**src/rtl/debug_display_pkg.sv**
```systemverilog
// Shared types and sizes for the debug 7-segment rate display path.
// Holds the conversion FSM encoding and the binary/BCD widths.
package debug_display_pkg;

   localparam int unsigned BIN_W   = 14;
   localparam int unsigned BCD_W   = 16;
   localparam int unsigned BCD_MAX = 9999;

   typedef enum logic [1:0] {
      IDLE  = 2'd0,
      CONV0 = 2'd1,
      CONV1 = 2'd2,
      DONE  = 2'd3
   } state_e;

endpackage

```
**src/rtl/bin2bcd_serial.sv**
```systemverilog
// Serial double-dabble converter: 14-bit binary to 4-digit packed BCD in BIN_W cycles.
// The bcd output already includes the current step, so it is final in the cycle done is high.
module bin2bcd_serial
   import debug_display_pkg::*;
(
   input  logic             clk,
   input  logic             resetn,
   input  logic             start,
   input  logic [BIN_W-1:0] bin,
   output logic [BCD_W-1:0] bcd,
   output logic             done
);

   logic [BIN_W-1:0] sh_q, sh_d;
   logic [BCD_W-1:0] acc_q, acc_d;
   logic [BCD_W-1:0] adj;
   logic [3:0]       cnt_q, cnt_d;

   always_comb begin
      adj = acc_q;
      for (int unsigned i = 0; i < BCD_W / 4; i++) begin
         if (acc_q[4*i +: 4] >= 4'd5) begin
            adj[4*i +: 4] = acc_q[4*i +: 4] + 4'd3;
         end
      end
      bcd  = {adj[BCD_W-2:0], sh_q[BIN_W-1]};
      done = (cnt_q == 4'd1);

      sh_d  = sh_q;
      acc_d = acc_q;
      cnt_d = cnt_q;
      if (start) begin
         sh_d  = bin;
         acc_d = '0;
         cnt_d = 4'(BIN_W);
      end else if (cnt_q != '0) begin
         sh_d  = sh_q << 1;
         acc_d = bcd;
         cnt_d = cnt_q - 4'd1;
      end
   end

   always_ff @(posedge clk or negedge resetn) begin
      if (!resetn) begin
         sh_q  <= '0;
         acc_q <= '0;
         cnt_q <= '0;
      end else begin
         sh_q  <= sh_d;
         acc_q <= acc_d;
         cnt_q <= cnt_d;
      end
   end

endmodule

```
**src/rtl/event_rate_bcd.sv**
```systemverilog
// Counts two event streams per fixed window and publishes the counts as packed BCD
// for the 7-segment display; outputs only change in the single DONE cycle.
module event_rate_bcd
   import debug_display_pkg::*;
#(
   parameter int unsigned WINDOW_CYCLES = 50_000_000,
   parameter int unsigned BCD_MAX       = debug_display_pkg::BCD_MAX
) (
   input  logic             clk,
   input  logic             resetn,
   input  logic             event_0,
   input  logic             event_1,
   input  logic             freeze,
   output logic [BCD_W-1:0] number_0,
   output logic [BCD_W-1:0] number_1,
   output logic             update,
   output logic             busy
);

   localparam int unsigned      WIN_W = (WINDOW_CYCLES > 1) ? $clog2(WINDOW_CYCLES) : 1;
   localparam logic [WIN_W-1:0] WIN_LAST = WIN_W'(WINDOW_CYCLES - 1);
   localparam logic [BIN_W-1:0] SAT = BIN_W'(BCD_MAX);

   state_e           state_q, state_d;
   logic [WIN_W-1:0] win_q, win_d;
   logic [BIN_W-1:0] acc0_q, acc0_d, acc1_q, acc1_d;
   logic [BIN_W-1:0] acc0_inc, acc1_inc;
   logic [BIN_W-1:0] snap1_q, snap1_d;
   logic [BCD_W-1:0] res0_q, res0_d, res1_q, res1_d;
   logic [BCD_W-1:0] num0_q, num0_d, num1_q, num1_d;
   logic             update_q, update_d;
   logic             term;

   logic             conv_start;
   logic [BIN_W-1:0] conv_bin;
   logic [BCD_W-1:0] conv_bcd;
   logic             conv_done;

   bin2bcd_serial u_bin2bcd (
      .clk    (clk),
      .resetn (resetn),
      .start  (conv_start),
      .bin    (conv_bin),
      .bcd    (conv_bcd),
      .done   (conv_done)
   );

   always_comb begin
      term     = (win_q == WIN_LAST);
      win_d    = term ? '0 : win_q + WIN_W'(1);
      acc0_inc = (event_0 && acc0_q < SAT) ? acc0_q + BIN_W'(1) : acc0_q;
      acc1_inc = (event_1 && acc1_q < SAT) ? acc1_q + BIN_W'(1) : acc1_q;
      acc0_d   = term ? '0 : acc0_inc;
      acc1_d   = term ? '0 : acc1_inc;
   end

   // Channel 0's snapshot is loaded straight into the converter on term; only
   // channel 1 needs a holding register while channel 0 converts.
   always_comb begin
      state_d    = state_q;
      snap1_d    = snap1_q;
      res0_d     = res0_q;
      res1_d     = res1_q;
      num0_d     = num0_q;
      num1_d     = num1_q;
      update_d   = 1'b0;
      conv_start = 1'b0;
      conv_bin   = snap1_q;

      unique case (state_q)
         IDLE: begin
            if (term) begin
               conv_start = 1'b1;
               conv_bin   = acc0_inc;
               snap1_d    = acc1_inc;
               state_d    = CONV0;
            end
         end
         CONV0: begin
            if (conv_done) begin
               res0_d     = conv_bcd;
               conv_start = 1'b1;
               conv_bin   = snap1_q;
               state_d    = CONV1;
            end
         end
         CONV1: begin
            if (conv_done) begin
               res1_d  = conv_bcd;
               state_d = DONE;
            end
         end
         DONE: begin
            if (!freeze) begin
               num0_d   = res0_q;
               num1_d   = res1_q;
               update_d = 1'b1;
            end
            state_d = IDLE;
         end
         default: state_d = IDLE;
      endcase
   end

   always_ff @(posedge clk or negedge resetn) begin
      if (!resetn) begin
         state_q  <= IDLE;
         win_q    <= '0;
         acc0_q   <= '0;
         acc1_q   <= '0;
         snap1_q  <= '0;
         res0_q   <= '0;
         res1_q   <= '0;
         num0_q   <= '0;
         num1_q   <= '0;
         update_q <= 1'b0;
      end else begin
         state_q  <= state_d;
         win_q    <= win_d;
         acc0_q   <= acc0_d;
         acc1_q   <= acc1_d;
         snap1_q  <= snap1_d;
         res0_q   <= res0_d;
         res1_q   <= res1_d;
         num0_q   <= num0_d;
         num1_q   <= num1_d;
         update_q <= update_d;
      end
   end

   assign number_0 = num0_q;
   assign number_1 = num1_q;
   assign update   = update_q;
   assign busy     = (state_q != IDLE);

endmodule

```
**config.mk**
```make
export PLATFORM = sky130hd
export DESIGN_NAME = event_rate_bcd
export DESIGN_NICKNAME = d
export VERILOG_FILES = /design/src/rtl/debug_display_pkg.sv /design/src/rtl/bin2bcd_serial.sv /design/src/rtl/event_rate_bcd.sv
export SDC_FILE = /design/constraint.sdc
export NUM_CORES = 1
export LEC_CHECK = 0
export ABC_AREA = 1
export CAP_MARGIN = 25
export CORE_ASPECT_RATIO = 0.7
export CORE_UTILIZATION = 35
export CTS_BUF_LIST = sky130_fd_sc_hd__clkbuf_4
export CTS_CLUSTER_SIZE = 12
export DETAILED_ROUTE_END_ITERATION = 6
export GPL_TIMING_DRIVEN = 0
export SYNTH_ARGS = -nofsm -noshare
export SYNTH_HDL_FRONTEND = slang
export SYNTH_SLANG_ARGS = --single-unit
```
**constraint.sdc**
```tcl
create_clock -name clk -period 1.6 [get_ports clk]
set_input_delay 0.32 -clock clk [delete_from_list [all_inputs] [get_ports clk]]
set_output_delay 0.32 -clock clk [all_outputs]
set_load 0.02 [all_outputs]
```
Yosys cells after proc, flatten, opt, wreduce, memory -nomap -nowiden
Cells that the tools add are included.
{"block": "classes", "add_sub_neg": 8, "magnitude_cmp": 6, "n_eq_ne": 8, "mux": 26, "bitwise": 1, "reduce_logical": 11}
{"cell": "$mux W14", "count": 8}
{"cell": "$mux W16", "count": 2}
{"cell": "$add A14 B1 Y14 const B", "count": 2}
{"cell": "$lt A14 B14 Y1 const B", "count": 2}
{"cell": "$add A26 B1 Y26 const B", "count": 1}
{"cell": "$eq A26 B26 Y1 const B", "count": 1}
{"cell": "$mux W26", "count": 1}
{"cell": "$mux W4", "count": 5}
{"cell": "$ge A4 B3 Y1 const B", "count": 4}
{"cell": "$add A4 B2 Y4 const B", "count": 3}
{"cell": "$pmux W2 S4", "count": 1}
{"cell": "$reduce_and A2 Y1", "count": 4}
{"cell": "$mux W2", "count": 3}
{"cell": "$ne A2 B2 Y1 const B", "count": 3}
{"cell": "$eq A2 B2 Y1 const B", "count": 2}
{"cell": "$eq A4 B1 Y1 const B", "count": 1}
{"cell": "$mux W1", "count": 4}
{"cell": "$reduce_bool A2 Y1", "count": 2}
{"cell": "$reduce_bool A4 Y1", "count": 1}
{"cell": "$sub A4 B1 Y4 const B", "count": 1}
{"cell": "$add A3 B2 Y3 const B", "count": 1}
{"cell": "$mux W3", "count": 1}
{"cell": "$reduce_and A3 Y1", "count": 1}
{"cell": "$eq A2 B1 Y1 const B", "count": 1}
{"cell": "4 further kinds", "count": 5}
{"block": "totals", "ff_bits": 169, "input_bits": 5, "output_inout_bits": 34, "word_cells": 73}

Logic depth before layout (Yosys ltp)
{"block": "logic_depth", "word_depth": 6, "ltp_mapped": 13, "mapped_depth_nobuf": 13}

Hierarchy
From an unflattened synthesis, not the netlist that was laid out.
{"block": "hier_totals", "hier_cells": 1132, "area_unflattened_um2": 8764.7}
{"mod": "event_rate_bcd", "n_inst": 1, "cells_each": 880, "area_per_inst_um2": 6782.8, "seq_area_each_um2": 3378.2}
{"mod": "bin2bcd_serial", "n_inst": 1, "cells_each": 252, "area_per_inst_um2": 1981.9, "seq_area_each_um2": 850.8}

Worst setup path before layout
Ideal clock, no wire load.
{"block": "synth_timing", "path_kind": "reg-to-reg", "from": "register win_q[0]", "to": "register u_bin2bcd.acc_q[15]", "setup_ps": 135, "arrival_ps": 1569, "required_ps": 1465, "path_slack_ps": -104, "stages_incl_launch_ff": 12, "path_buffers": 1, "synth_period_minus_slack_ps": 1704, "path_cell_list": "dfrtp_1 ha_1 nand2_1 nor2_4 nand3_1 nor2_4 nand3_4 nand3_4 inv_2 buf_6 nand2_1 o31ai_1"}
{"block": "synth_via", "elab_chain_len": 4, "elab_cells_between_ends": 5, "cone_classes": "1 x eq/ne; 3 x mux; 1 x reduce/logical"}
{"item": "start: declaration", "line_no": "event_rate_bcd.sv:25", "text": "logic [WIN_W-1:0] win_q, win_d;"}
{"item": "start signal: assignment", "line_no": "event_rate_bcd.sv:119", "text": "win_q <= win_d;"}
{"item": "$eq A26 B26 Y1 *", "line_no": "event_rate_bcd.sv:49", "text": "term = (win_q == WIN_LAST);"}
{"item": "$mux W1 *", "line_no": "event_rate_bcd.sv:72", "text": "if (term) begin"}
{"item": "$pmux W1 S2 *", "line_no": "event_rate_bcd.sv:70", "text": "unique case (state_q)"}
{"item": "$mux W16 / $reduce_bool A2 Y1 (equally long branches)"}
{"item": "end signal: assignment", "line_no": "bin2bcd_serial.sv:46", "text": "acc_q <= '0;"}
{"item": "end signal: assignment", "line_no": "bin2bcd_serial.sv:50", "text": "acc_q <= acc_d;"}
{"item": "end: declaration", "line_no": "bin2bcd_serial.sv:15", "text": "logic [BCD_W-1:0] acc_q, acc_d;"}
Every way passes the cells marked *; elsewhere a longest branch is shown, timed or not.
A chain may end at the register's enable or synchronous reset.

Worst setup path in the final report
{"block": "layout_timing", "from": "register win_q[0]", "to": "register u_bin2bcd.sh_q[5]"}
{"block": "layout_via", "elab_chain_len": 4, "elab_cells_between_ends": 7, "cone_classes": "1 x eq/ne; 5 x mux; 1 x reduce/logical"}
{"item": "$eq A26 B26 Y1 *", "line_no": "event_rate_bcd.sv:49"}
{"item": "$mux W1 / $mux W14 (equally long branches)", "line_no": "event_rate_bcd.sv:72"}
{"item": "$pmux W1 S2 / $mux W14 (equally long branches)"}
{"item": "$mux W14 / $reduce_bool A2 Y1 (equally long branches)"}
{"item": "end signal: assignment", "line_no": "bin2bcd_serial.sv:45", "text": "sh_q <= '0;"}
{"item": "end signal: assignment", "line_no": "bin2bcd_serial.sv:49", "text": "sh_q <= sh_d;"}
{"item": "end: declaration", "line_no": "bin2bcd_serial.sv:14", "text": "logic [BIN_W-1:0] sh_q, sh_d;"}
Marked as above.

==> out/metrics.yaml <==
vdd_ir_drop_max_v: 0.000411
fin_setup_tns_ns: -15.35
crit_type: "flop to flop"
pwr_density_cell_nw_per_um2: 748
detailroute.via_count: 7773
cts_tree: "built"
initial_core_util_pct: 35.9
hpwl_mm: 14.8
muxShareOfSynthArea_pct: 0
startpoint_type: "flop"
portBuffers: 38
synthArstFlopShare_pct: 100
grt_pass1_vias: 7006
yosys.area.top_type: "dfrtp_1"
path_clk_slew_ns: 0.14
syn_nets: 1107
wl_per_cell_um: 14.9
crit_path_frequent_cell: "nand2_1"
critical_path_arrival_ns: 2.38
period_minus_slack_ns: 1.85
crit_required_ns: 2.13
die_x_um: 189
synth-seq-cells: 169
clk_latency_ns: 0.60
clock-root-buffer: "clkbuf_4"
firstDrtPassIters: 5
postSynth.topFlopCell: "dfrtp_1"
clock.fmax_ghz: 0.541
met3_usage_pct: 3.16
relSlewSlack_pct: 49.4
ys_types: 36
synthSimpleGateAreaFrac_pct: 27.9
overflow: 0
drv_slew: 0
synth_edf_count: 0
synth_compound_area_share_pct: 9.93
p_leak_nw: 5.41
yosysSeqAreaShare_pct: 49.6
yosys_warnings: 0
maxCapViolCount: 0
tightest_slew_ns: 0.759
synth.most_common_cell: "nand2_1"
core_um2: 23800
ctsHtreeMaxLevel: 4
avgSynthCellArea_um2: 7.87
path_max_fanout: 6
ant_nets: 0
drtIter0Drc: 719
clock_path_buffers: 2
rsz0062_at_grt: "yes"
numCtsBuffers: 17
syn-cell-area_um2: 8530
synth_area_leaders: "dfrtp_1 50%, nand2_1 15%, o21ai_0 6.2%, inv_1 5.1%, nor2_1 4.0%"
outcome: "finished with violations"
cp_slowest_cell: "dfrtp_1"
final_net_count: 1263
via_per_inst: 4.95
final.fill_count: 2245
grt_busiest_layer: "met1"
grt_util_met1_pct: 30.0
antenna_found_initial: 1
violations: "negative setup slack"
rrSetupSlack_ns: -0.25
dp.cells: 1441
area_delta_synth_final_pct: 36.5
critPathBufInv: 0
crit_family: "simple AND/OR/NAND/NOR gates"
fin_crit_sh_pct: 115
fin_worst_skew_ns: 0.0288
yosysTopAreaCellShare_pct: 49.6
io_pins: 39
layout_setup_ws_ns: -0.248
met2_usage_pct: 24.5
finalWeightedCongestion: 0.887
synthAdderAreaFrac_pct: 2.64
die_h_um: 133
fin_cells: 1571
synthTopCellsByCount: "350 x nand2_1, 169 x dfrtp_1, 115 x inv_1"
setup_viol: 98
drive_above_1_share_pct: 34.7
synth_top_family_by_area: "simple AND/OR/NAND/NOR gates"
synth_xor_area_share_pct: 2.98
path_cells: "ha_2, nand2_2, nor2_4, nand2_4, nor2_4, nand3b_4, nor2_4, nand2_1, nand2_1, nand2_1, nand2_1"
post-route-util_pct: 49.0
drc: 0
grt_pass1_wl_mm: 36.7
die-area_um2: 25000
hp-class: "input pin to async pin"
wirelength_mm: 23.4
grt_max_degree: 98
crit_path_max_incr_delay_ns: 0.39
clock-sinks: 169
cp-end-kind: "flop"
rows: 47
hold_violations: 0
synth_cells: 1084
track_usage_pct: 18.4
logic make-up after synthesis:
kind of cell	count (synthesis)
AND/OR/NAND/NOR	560
buffers and inverters	149
flip-flops	169
XOR/XNOR	29
AO/OA/AOI/OAI	159
adder cells (fa/ha/maj)	18
placed cells by master (no fill, tap or decap), types with 17 or more instances in the layout:
cell type,count
o21ai_0,53
dfrtp_1,160
buf_4,69
nand3_1,37
inv_2,22
nor2_2,17
o21ai_1,25
nand2_1,298
a21oi_1,23
nor2_4,27
nand3_2,19
nand2_2,40
buf_6,29
xor2_1,17
nor2_1,56
inv_1,88
o21ai_2,27
buf_2,31
clkbuf_4,18
sequential cells by signal, indices dropped and copies added (netlist names):
| register | count |
|---|---|
| acc1_q | 14 |
| number_0 | 16 |
| u_bin2bcd.acc_q | 16 |
| res1_q | 16 |
| state_q | 2 |
| u_bin2bcd.cnt_q | 4 |
| res0_q | 16 |
| number_1 | 16 |
| win_q | 26 |
| update | 1 |
| u_bin2bcd.sh_q | 14 |
| acc0_q | 14 |
| snap1_q | 14 |
worst register-to-register path: stages, from the launching register on:
cell and delay [ns]:
dfrtp_1 0.39, ha_2 0.20, nand2_2 0.06, nor2_4 0.14
nand2_4 0.08, nor2_4 0.17, nand3b_4 0.18, nor2_4 0.26
nand2_1 0.08, nand2_1 0.09, nand2_1 0.07, nand2_1 0.07
cell type report:
type                    instances  area (um2)  area share [%]
diodes                          1        2.50          0.0215
plain buffers                  30         323            2.77
clock buffers                  17         128            1.10
clock inverters                14         181            1.56
inverters                     118         478            4.10
multi-input cells             768        4700            40.3
flip-flops and latches        169        4240            36.4
well taps                     318         398            3.42
repair buffers                136        1200            10.3
final timing paths:
path | from | cells after the start | end
min in group clk | number_0[8] | 2 | number_0[8]
setup reg to reg | win_q[0] | 11 | u_bin2bcd.sh_q[5]
max in group asynchronous | resetn | 3 | win_q[12]
hold reg to reg | number_0[8] | 2 | number_0[8]
setup / recovery | win_q[0] | 11 | u_bin2bcd.sh_q[5]
hold / removal | resetn | 2 | number_1[3]
per-stage QoR:
stage | hold WS, ns | worst slack, ns | cell area [um2] | total power [W]
after global routing | 0.380 | -0.360 | 11600 | 0.00914
final | 0.321 | -0.248 | 11600 | 0.00871
after CTS | 0.344 | -0.241 | 10800 | 0.00852
after global placement | 0.451 | -6.97 | 9350 | 0.00562
after floorplan | 0.0244 | -0.0407 | 8570 | 0.00529
after detailed placement | 0.411 | -0.901 | 9380 | 0.00564
layer usage:
layer | vias to the layer above | share of wire [%]
met5 | - | 0
met4 | 0 | 1.2
met3 | 25 | 5.4
met2 | 209 | 42
met1 | 3766 | 52
li1 | 3773 | -
power by group:
part           internal, W  total (W)  switching [W]  leakage (nW)
Sequential         0.00444    0.00465       0.000205          2.13
Combinational     0.000524    0.00130       0.000773          3.13
Clock              0.00121    0.00277        0.00155         0.156
repair_timing:
item                       in CTS  in global routing
gates resized for setup       325                250
pin swaps                      41                 60
cloned                          7                  5
hold buffers                    1                  0
hold endpoints to repair       96                  0
buffers inserted               46                 42
setup endpoints to repair     198                184
(Power assumes the default switching activity.)
